[config.mk]
export PLATFORM = sky130hd
export DESIGN_NAME = crosswalk_scheduler
export DESIGN_NICKNAME = d
export VERILOG_FILES = /design/src/rtl/tl_pkg.sv /design/src/rtl/tick_prescaler.sv /design/src/rtl/crosswalk_scheduler.sv
export SDC_FILE = /design/constraint.sdc
export NUM_CORES = 1
export LEC_CHECK = 0
export CAP_MARGIN = 10
export CORE_AREA = 2 2 82 84
export DETAILED_ROUTE_END_ITERATION = 7
export DIE_AREA = 0 0 84 86
export PLACE_DENSITY = 0.68
export SLEW_MARGIN = 5
export SYNTH_ARGS = -nofsm -noshare
export SYNTH_HDL_FRONTEND = slang
export SYNTH_SLANG_ARGS = --single-unit
[constraint.sdc]
create_clock -name clk -period 2.4 [get_ports clk]
set_input_delay 0.72 -clock clk [delete_from_list [all_inputs] [get_ports clk]]
set_output_delay 0.72 -clock clk [all_outputs]
set_load 0.05 [all_outputs]
[src/rtl/tl_pkg.sv]
// Shared intersection/pedestrian definitions: FSM encodings, lamp masks and
// the default timing constants used by both the light and crosswalk controllers.
package tl_pkg;

  typedef enum logic [2:0] {
    PED_IDLE  = 3'd0,
    PED_REQ   = 3'd1,
    PED_WALK  = 3'd2,
    PED_FLASH = 3'd3,
    PED_HOLD  = 3'd4
  } ped_state_e;

  typedef enum logic [1:0] {
    LT_GRN = 2'd0,
    LT_YLW = 2'd1,
    LT_RED = 2'd2
  } light_state_e;

  // One-hot vehicle lamp masks {red, yellow, green}
  localparam logic [2:0] LAMP_RED = 3'b100;
  localparam logic [2:0] LAMP_YLW = 3'b010;
  localparam logic [2:0] LAMP_GRN = 3'b001;

  localparam int DEF_TICK_DIV       = 21;
  localparam int DEF_DEBOUNCE_TICKS = 4;
  localparam int DEF_WALK_TON       = 10;
  localparam int DEF_FLASH_TON      = 6;
  localparam int DEF_HOLDOFF        = 8;
  localparam int DEF_TIMER_W        = 8;
  localparam int DEF_LT_GRN_TICKS   = 30;
  localparam int DEF_LT_YLW_TICKS   = 5;

  typedef struct packed {
    ped_state_e state;
    logic       sel;
    logic       last_served;
  } ped_dbg_t;

  // Durations of zero behave as a single tick.
  function automatic int at_least_one(input int v);
    return (v < 1) ? 1 : v;
  endfunction

endpackage

[src/rtl/tick_prescaler.sv]
// Free-running 2^DIV divider producing a one-clk enable pulse when the
// counter reads all-ones; used instead of a derived clock.
module tick_prescaler #(
  parameter int DIV = 21
) (
  input  logic clk,
  input  logic reset_n,
  output logic tick
);

  logic [DIV-1:0] cnt_q;

  always_ff @(posedge clk or negedge reset_n) begin
    if (!reset_n) cnt_q <= '0;
    else          cnt_q <= cnt_q + DIV'(1);
  end

  assign tick = &cnt_q;

endmodule

[src/rtl/crosswalk_scheduler.sv]
// Pedestrian-phase controller: debounces/latches two crosswalk buttons, requests
// the matching green and sequences WALK / flashing DON'T-WALK. CROSSWALK_AUDIO_EN adds the beep cue.
module crosswalk_scheduler
  import tl_pkg::*;
#(
  parameter int TICK_DIV       = DEF_TICK_DIV,
  parameter int DEBOUNCE_TICKS = DEF_DEBOUNCE_TICKS,
  parameter int WALK_TON       = DEF_WALK_TON,
  parameter int FLASH_TON      = DEF_FLASH_TON,
  parameter int HOLDOFF        = DEF_HOLDOFF,
  parameter int TIMER_W        = DEF_TIMER_W
) (
  input  logic       clk,
  input  logic       reset_n,
  input  logic       btn_0,
  input  logic       btn_1,
  input  logic       phase_grn_0,
  input  logic       phase_grn_1,
  output logic       req_0,
  output logic       req_1,
  output logic       walk_0,
  output logic       dontwalk_0,
  output logic       walk_1,
  output logic       dontwalk_1,
  output logic [1:0] pending,
  output logic       beep,
  output logic       tick,
  output ped_dbg_t   dbg
);

  localparam logic [TIMER_W-1:0] DB_TOP     = TIMER_W'(at_least_one(DEBOUNCE_TICKS));
  localparam logic [TIMER_W-1:0] WALK_LAST  = TIMER_W'(at_least_one(WALK_TON) - 1);
  localparam logic [TIMER_W-1:0] FLASH_LAST = TIMER_W'(at_least_one(FLASH_TON) - 1);
  localparam logic [TIMER_W-1:0] HOLD_LAST  = TIMER_W'(at_least_one(HOLDOFF) - 1);

  tick_prescaler #(.DIV(TICK_DIV)) u_tick (
    .clk     (clk),
    .reset_n (reset_n),
    .tick    (tick)
  );

  logic [1:0]              sync1_q, sync2_q;
  logic [1:0][TIMER_W-1:0] db_q, db_d;
  logic [1:0]              press_set;
  logic [1:0]              pending_q, pending_d, clr;
  ped_state_e              state_q, state_d;
  logic                    sel_q, sel_d;
  logic                    last_q, last_d;
  logic [TIMER_W-1:0]      timer_q, timer_d;
  logic [1:0]              grn;
  logic                    grn_sel;

  assign grn     = {phase_grn_1, phase_grn_0};
  assign grn_sel = grn[sel_q];

  // Debounce counters saturate at DB_TOP so a held button only latches once.
  always_comb begin
    db_d      = db_q;
    press_set = '0;
    for (int i = 0; i < 2; i++) begin
      if (!sync2_q[i]) begin
        db_d[i] = '0;
      end else if (tick && db_q[i] != DB_TOP) begin
        db_d[i] = db_q[i] + TIMER_W'(1);
        if (db_d[i] == DB_TOP) press_set[i] = 1'b1;
      end
    end
  end

  always_comb begin
    state_d = state_q;
    sel_d   = sel_q;
    last_d  = last_q;
    timer_d = timer_q;
    clr     = '0;
    case (state_q)
      PED_IDLE: begin
        if (pending_q != 2'b00) begin
          state_d = PED_REQ;
          if (pending_q == 2'b01)      sel_d = 1'b0;
          else if (pending_q == 2'b10) sel_d = 1'b1;
          else if (grn == 2'b01)       sel_d = 1'b0;
          else if (grn == 2'b10)       sel_d = 1'b1;
          else                         sel_d = ~last_q;
        end
      end
      PED_REQ: begin
        if (grn_sel) begin
          timer_d    = '0;
          clr[sel_q] = 1'b1;
          last_d     = sel_q;
          state_d    = PED_WALK;
        end
      end
      PED_WALK: begin
        if (!grn_sel) begin
          timer_d = '0;
          state_d = PED_FLASH;
        end else if (tick) begin
          if (timer_q == WALK_LAST) begin
            timer_d = '0;
            state_d = PED_FLASH;
          end else begin
            timer_d = timer_q + TIMER_W'(1);
          end
        end
      end
      PED_FLASH: begin
        if (tick) begin
          if (timer_q == FLASH_LAST) begin
            timer_d = '0;
            state_d = PED_HOLD;
          end else begin
            timer_d = timer_q + TIMER_W'(1);
          end
        end
      end
      PED_HOLD: begin
        if (tick) begin
          if (timer_q == HOLD_LAST) begin
            timer_d = '0;
            state_d = PED_IDLE;
          end else begin
            timer_d = timer_q + TIMER_W'(1);
          end
        end
      end
      default: begin
        timer_d = '0;
        state_d = PED_HOLD;
      end
    endcase
  end

  // A press completing on the very clk its road is granted is a new request and wins.
  assign pending_d = (pending_q & ~clr) | press_set;

  always_ff @(posedge clk or negedge reset_n) begin
    if (!reset_n) begin
      sync1_q   <= '0;
      sync2_q   <= '0;
      db_q      <= '0;
      pending_q <= '0;
      state_q   <= PED_IDLE;
      sel_q     <= 1'b0;
      last_q    <= 1'b1;
      timer_q   <= '0;
    end else begin
      sync1_q   <= {btn_1, btn_0};
      sync2_q   <= sync1_q;
      db_q      <= db_d;
      pending_q <= pending_d;
      state_q   <= state_d;
      sel_q     <= sel_d;
      last_q    <= last_d;
      timer_q   <= timer_d;
    end
  end

  logic [1:0] req_v, walk_v, dw_v;

  // The flash timer counts ticks from 0, so its LSB is the flashing lamp phase.
  always_comb begin
    req_v  = 2'b00;
    walk_v = 2'b00;
    dw_v   = 2'b11;
    case (state_q)
      PED_REQ: req_v[sel_q] = 1'b1;
      PED_WALK: begin
        req_v[sel_q]  = 1'b1;
        walk_v[sel_q] = 1'b1;
        dw_v[sel_q]   = 1'b0;
      end
      PED_FLASH: dw_v[sel_q] = timer_q[0];
      default: ;
    endcase
  end

  assign {req_1, req_0}           = req_v;
  assign {walk_1, walk_0}         = walk_v;
  assign {dontwalk_1, dontwalk_0} = dw_v;
  assign pending                  = pending_q;

`ifdef CROSSWALK_AUDIO_EN
  logic beep_q, beep_d;

  always_comb begin
    beep_d = 1'b0;
    if (state_q == PED_WALK) beep_d = beep_q ^ tick;
  end

  always_ff @(posedge clk or negedge reset_n) begin
    if (!reset_n) beep_q <= 1'b0;
    else          beep_q <= beep_d;
  end

  assign beep = (state_q == PED_WALK)  ? beep_q :
                (state_q == PED_FLASH) ? tick   : 1'b0;
`else
  assign beep = 1'b0;
`endif

  assign dbg.state       = state_q;
  assign dbg.sel         = sel_q;
  assign dbg.last_served = last_q;

endmodule

==> results.toml, run 1 <==
[setup_path]
crit_fanout = 9
r2r_start = "u_tick.cnt_q[0]"
critical_path_arrival_ps = 1610
r2r_end = "db_q[12]"
reg2reg_slack_ps = 330
cp_top_family = "flip-flops"
crit_type = "register to output pin"
reg2regPathDepth = 7
cpPeakStageDelay_ps = 490
critPathBufInv = 1
crit_chain = "nand2b_1 -> a211oi_1 -> buf_12"
endpoint_kind = "output pin"
cp.depth = 3
required_ps = 1680
start_kind = "register"
critPathSlowestCell = "dfrtp_1"
cp-startpoint = "state_q[0]"

[routing]
drtPass1Iterations = 4
drc_errors = 0
route.vias.total = 2274
antenna_left = 0
viasPerCell = 5.66
drt-total-wl_mm = 5.66
drt-initial-drc-count = 240
wl_per_cell_um = 14.1

[floorplan]
die_w_um = 84
coreArea_mm2 = 0.00628
die_y_um = 86
io_pins = 21
rows = 29
die_area_mm2 = 0.00722
start_util = 0.485

[final_layout]
layout_commonest_cell = "dfrtp_1"
n_antenna_cell = 0
fin_util = 0.557
area_growth_pct = 14.9
drive_gt1_frac = 0.169
fin_area_mm2 = 0.00350
final_cell_mix = "dfrtp_1 (54), xnor2_1 (21), nand2_1 (20)"
fin_nets = 337

[logic_synthesis]
synth_top_family_by_area = "simple AND/OR/NAND/NOR gates"
muxShareOfSynthArea = 0.0267
ys_types = 57
netlist_area_mm2 = 0.00305
syn_area_per_cell_um2 = 10.2
synth-compound-area-share = 0.113
async_flop_share = 1.00
synth.net_count = 313
synth-simple-area-share = 0.235
ys_ff_latch = 56
ys.flop_type = "dfrtp_1"
synth_edf_count = 0
ys_seq_area_frac = 0.461
synthXorXnorAreaFrac = 0.0805
ys_warn_count = 0
synthCells = 300
synthAdderAreaFrac = 0.0320

[timing]
period_needed_ps = 2330
fmax_mhz = 429
setup_ws_ps = 71.0
clock_skew_ps = 11.3
rsz0062_at_grt = "yes"
report.final.slew_viol_count = 0
period_share = 0.970
hold_violations = 0
hold_ws_ps = 328
finalSetupViolCount = 0

[power]
vdd_drop_max_mv = 0.361
leakage_nw = 1.53
total_power_mw = 2.12
p_per_area_mw_per_mm2 = 606

[global_route]
grt_overflow = 0
grt_pass1_wl_mm = 9.98
antenna_found_initial = 0
grt_max_degree = 39
grt_pass1_vias = 2164
grt_usage = 0.171

[clock_tree]
clockBufferDepth = 2
clk_latency_ps = 320
cts_tree = "yes"
path_clk_slew_ps = 110
cts_root_buffer = "clkbuf_8"
ctsHtreeMaxLevel = 2
cts_sinks = 56
numCtsBuffers = 5
holdBufCountCts = 0

[status]
status = "completed"

[placement]
dpl-instance-area_mm2 = 0.00338
io_buffers = 19
gp_congestion = 0.808
place_hpwl_mm = 4.08
post-place-ws_ps = -17.7

[run]
drv_cap = 0

[worst_hold_path]
hold_path_class = "primary input to async pin"
==> final cells by class <==
cell class / count / area [um^2]
fill: 549 / 2780
clock inverter: 3 / 21.3
clock buffer: 5 / 68.8
multi-input combinational: 215 / 1510
timing repair buffer: 30 / 338
tap: 77 / 96.3
sequential: 56 / 1400
inverter: 16 / 60.1
==> flip-flops by register name, indices dropped and copies added, names as in the netlist <==
name / count
u_tick.cnt_q: 21
db_q: 16
timer_q: 8
state_q: 3
pending: 2
sync1_q: 2
sync2_q: 2
last_q: 1
sel_q: 1
==> power by group <==
part | internal [mW] | switching (mW)
clock | 0.208 | 0.321
combinational | 0.220 | 0.290
sequential | 0.996 | 0.0832
==> cell families (layout without fill, tap and decap cells) <==
family | after synthesis | after routing
compound gates | 47 | 47
flops | 56 | 56
simple gates | 123 | 123
fa+ha+maj | 8 | 8
xor+xnor | 28 | 28
other cells | 1 | 1
mux | 8 | 8
buf+inv | 29 | 54
==> per-stage QoR <==
stage,TNS [ps],std cells
after floorplan,-1030,300
after global placement,0,393
after global routing,-75.1,402
after CTS,0,401
after detailed placement,-48.8,393
final,0,402
==> synthesized netlist by cell type, drive strengths merged (2+ instances only) <==
| master | n | area, um^2 |
|---|---|---|
| dfrtp | 55 | 1380 |
| xnor2 | 21 | 184 |
| nand2 | 20 | 75.1 |
| nor2 | 20 | 75.1 |
| inv | 16 | 60.1 |
| nand4 | 16 | 106 |
| o21ai | 15 | 78.8 |
| nand3 | 14 | 70.1 |
| and3 | 12 | 80.1 |
| buf | 11 | 87.6 |
| a21oi | 7 | 35.0 |
| ha | 7 | 87.6 |
| mux2i | 7 | 70.1 |
| xor2 | 7 | 61.3 |
| nor2b | 6 | 37.5 |
| o211ai | 6 | 45.0 |
| nand2b | 5 | 31.3 |
| or3 | 5 | 31.3 |
| a211oi | 4 | 40.0 |
| a32o | 4 | 40.0 |
| and2 | 4 | 28.8 |
| and4 | 4 | 42.5 |
| nand4b | 4 | 35.0 |
| nor3 | 3 | 26.3 |
| nor4 | 3 | 18.8 |
| clkbuf | 2 | 7.51 |
| nand3b | 2 | 15.0 |
| nor3b | 2 | 15.0 |
| o311ai | 2 | 25.0 |
| or4 | 2 | 18.8 |
==> worst max path at each step <==
stage	endpoint	slack (ps)
after floorplan	req_0	-430
after global placement	timer_q[5]	20
after detailed placement	timer_q[5]	-20
after CTS	tick	40
after global routing	req_0	-40
final	req_0	70
==> worst register-to-register path, stage by stage (launching register included) <==
cell	delay (ps)
dfrtp_1	380
ha_2	230
nand3_4	110
nor3_4	220
buf_4	260
nand4_1	260
or3_1	390
a21oi_1	160
==> timing repair <==
action | 4_1_cts | 5_1_grt
pin swaps | 0 | 1
endpoints found under the hold margin | 0 | 0
setup endpoints to repair | 1 | 3
resized for setup | 1 | 3
buffers inserted | 0 | 1
==> layer usage <==
metal	vias to the layer above	global-route usage	share of wire
li1	1114	-	-
met1	1110	0.223	0.50
met2	44	0.281	0.46
met3	6	0.0356	0.026
met4	0	0.0674	0.016
met5	-	0	0
(Power assumes the default switching activity.)
==> run 2, diff against run 1 <==
- SKIP_LAST_GASP: not set -> 1
==> results of run 2 <==
Same layout as run 1: the final DEF is identical, and so are final timing and power.
==> run 3, diff against run 2 <==
- PLACE_DENSITY: 0.68 -> 0.71
- clock period: 2.4 -> 1.9 ns (I/O delays scaled with it)
==> run 3 against run 2 <==
  * The flow now finishes with violations (setup timing)
  * Routed wire length up 19%
  * Sequential cell count unchanged
  * Register-to-register slack worse by 440 ps
  * Sequential power up 22%
  * Critical path depth up 1
  * Via count up 10%
  * Highest routed layer unchanged
==> results.toml, run 3 (synthesized netlist as in run 1, its figures left out) <==
[status]
status = "finished with violations"
violations = "setup timing"

[final_layout]
largest_reg_flops = 21
fin_area_mm2 = 0.00415
layout_commonest_cell = "buf_4"
n_antenna_cell = 0
top_regs = "u_tick.cnt_q x21, db_q x16, timer_q x8"
drive_gt1_frac = 0.332
fin_nets = 386
largest_register = "u_tick.cnt_q"
area_growth_pct = 36.3
final_cell_mix = "buf_4 (54), dfrtp_1 (52), xnor2_1 (20)"
nFillCells = 469

[routing]
antenna_left = 0
route.vias.total = 2511
drtPass1Iterations = 4
drc_errors = 0
viasPerCell = 5.57
drt-initial-drc-count = 182
wl_per_cell_um = 15.0
drt-total-wl_mm = 6.76

[setup_path]
crit_fanout = 6
crit_type = "register to output pin"
start_kind = "register"
required_ps = 1330
critical_path_arrival_ps = 1530
crit_chain = "and4_4 -> and3_4 -> and2_4 -> buf_12"
critPathSlowestCell = "dfrtp_1"
endpoint_kind = "output pin"
cpPeakStageDelay_ps = 420

[run]
drv_cap = 0

[clock_tree]
clk_latency_ps = 330
cts_root_buffer = "clkbuf_8"
cts_sinks = 56
path_clk_slew_ps = 110
ctsHtreeMaxLevel = 2
numCtsBuffers = 5
cts_tree = "yes"
clockBufferDepth = 2
holdBufCountCts = 0

[floorplan]
io_pins = 21
die_y_um = 86
coreArea_mm2 = 0.00628
die_area_mm2 = 0.00722
rows = 29
start_util = 0.485
die_w_um = 84

[worst_hold_path]
hold_path_class = "primary input to async pin"

[power]
p_per_area_mw_per_mm2 = 769
total_power_mw = 3.19
vdd_drop_max_mv = 0.771
leakage_nw = 1.80

[timing]
setup_ws_ps = -204
period_needed_ps = 2100
clock_skew_ps = 15.1
report.final.slew_viol_count = 0
hold_ws_ps = 145
fmax_mhz = 475
rsz0062_at_grt = "yes"
period_share = 1.11
fin_tns_setup_ps = -1080
finalSetupViolCount = 17
hold_violations = 0

[global_route]
grt_overflow = 0
antenna_found_initial = 0
grt_usage = 0.192
grt_max_degree = 20
grt_pass1_wl_mm = 11.1
grt_pass1_vias = 2392

[placement]
io_buffers = 19
gp_congestion = 0.851
post-place-ws_ps = -422
place_hpwl_mm = 4.65
dpl-instance-area_mm2 = 0.00368
-- run 3: cell count changes in the layout (fill, tap and decap cells not counted), moves of 3 or more --
cell,change
a21oi_2,+3
a211oi_4,+3
a21oi_1,-3
buf_6,+6
buf_4,+39
buf_12,+6
-- run 3: power breakdown --
group | switching, mW | internal (mW) | total (mW)
registers | 0.0625 | 1.26 | 1.32
logic | 0.555 | 0.495 | 1.05
clock network | 0.421 | 0.398 | 0.818
total | 1.04 | 2.15 | 3.19
-- run 3: layer usage --
metal  vias up  global-route usage  part of all wire
met5         -                   0                 0
met4         0              0.0645             0.011
met3         7              0.0385             0.029
met2        45               0.328              0.51
met1      1249               0.246              0.45
li1       1210                   -                 -
-- run 3: worst paths after layout --
check                                       from                to  slack (ps)  cells after the start
worst max-delay path            u_tick.cnt_q[18]              tick        -200                      4
worst min-delay path                     reset_n  u_tick.cnt_q[19]         140                      1
worst max register to register   u_tick.cnt_q[0]        timer_q[5]        -110                      9
worst min register to register        sync1_q[0]        sync2_q[0]         360                      0
max in group asynchronous                reset_n           db_q[3]        1180                      2
min in group clk                      sync1_q[0]        sync2_q[0]         360                      0
-- run 3: area by class of cell --
type	count	area, um^2	area share
tap	77	96.3	0.0232
inverter	16	60.1	0.0145
sequential	56	1410	0.339
clock buffer	5	68.8	0.0166
timing repair buffer	79	798	0.192
multi-input combinational	215	1670	0.403
clock inverter	3	46.3	0.0112
-- run 3: metrics by stage --
| stage | utilization | std cells |
|---|---|---|
| after floorplan | - | 300 |
| after global placement | 0.587 | 416 |
| after detailed placement | 0.587 | 416 |
| after CTS | 0.630 | 438 |
| after global routing | 0.661 | 451 |
| final | 0.661 | 451 |
-- run 3: timing repair --
item,4_1_cts,5_1_grt
pin swaps,5,6
setup buffers,14,13
endpoints found under the setup margin,14,27
resized for setup,10,21
-- run 3: critical path, delay by kind of cell (launching register included) --
| kind | cells | cell delay [ps] |
|---|---|---|
| DFF | 1 | 420 |
| buffers and inverters | 1 | 130 |
| and+or+nand+nor | 3 | 680 |
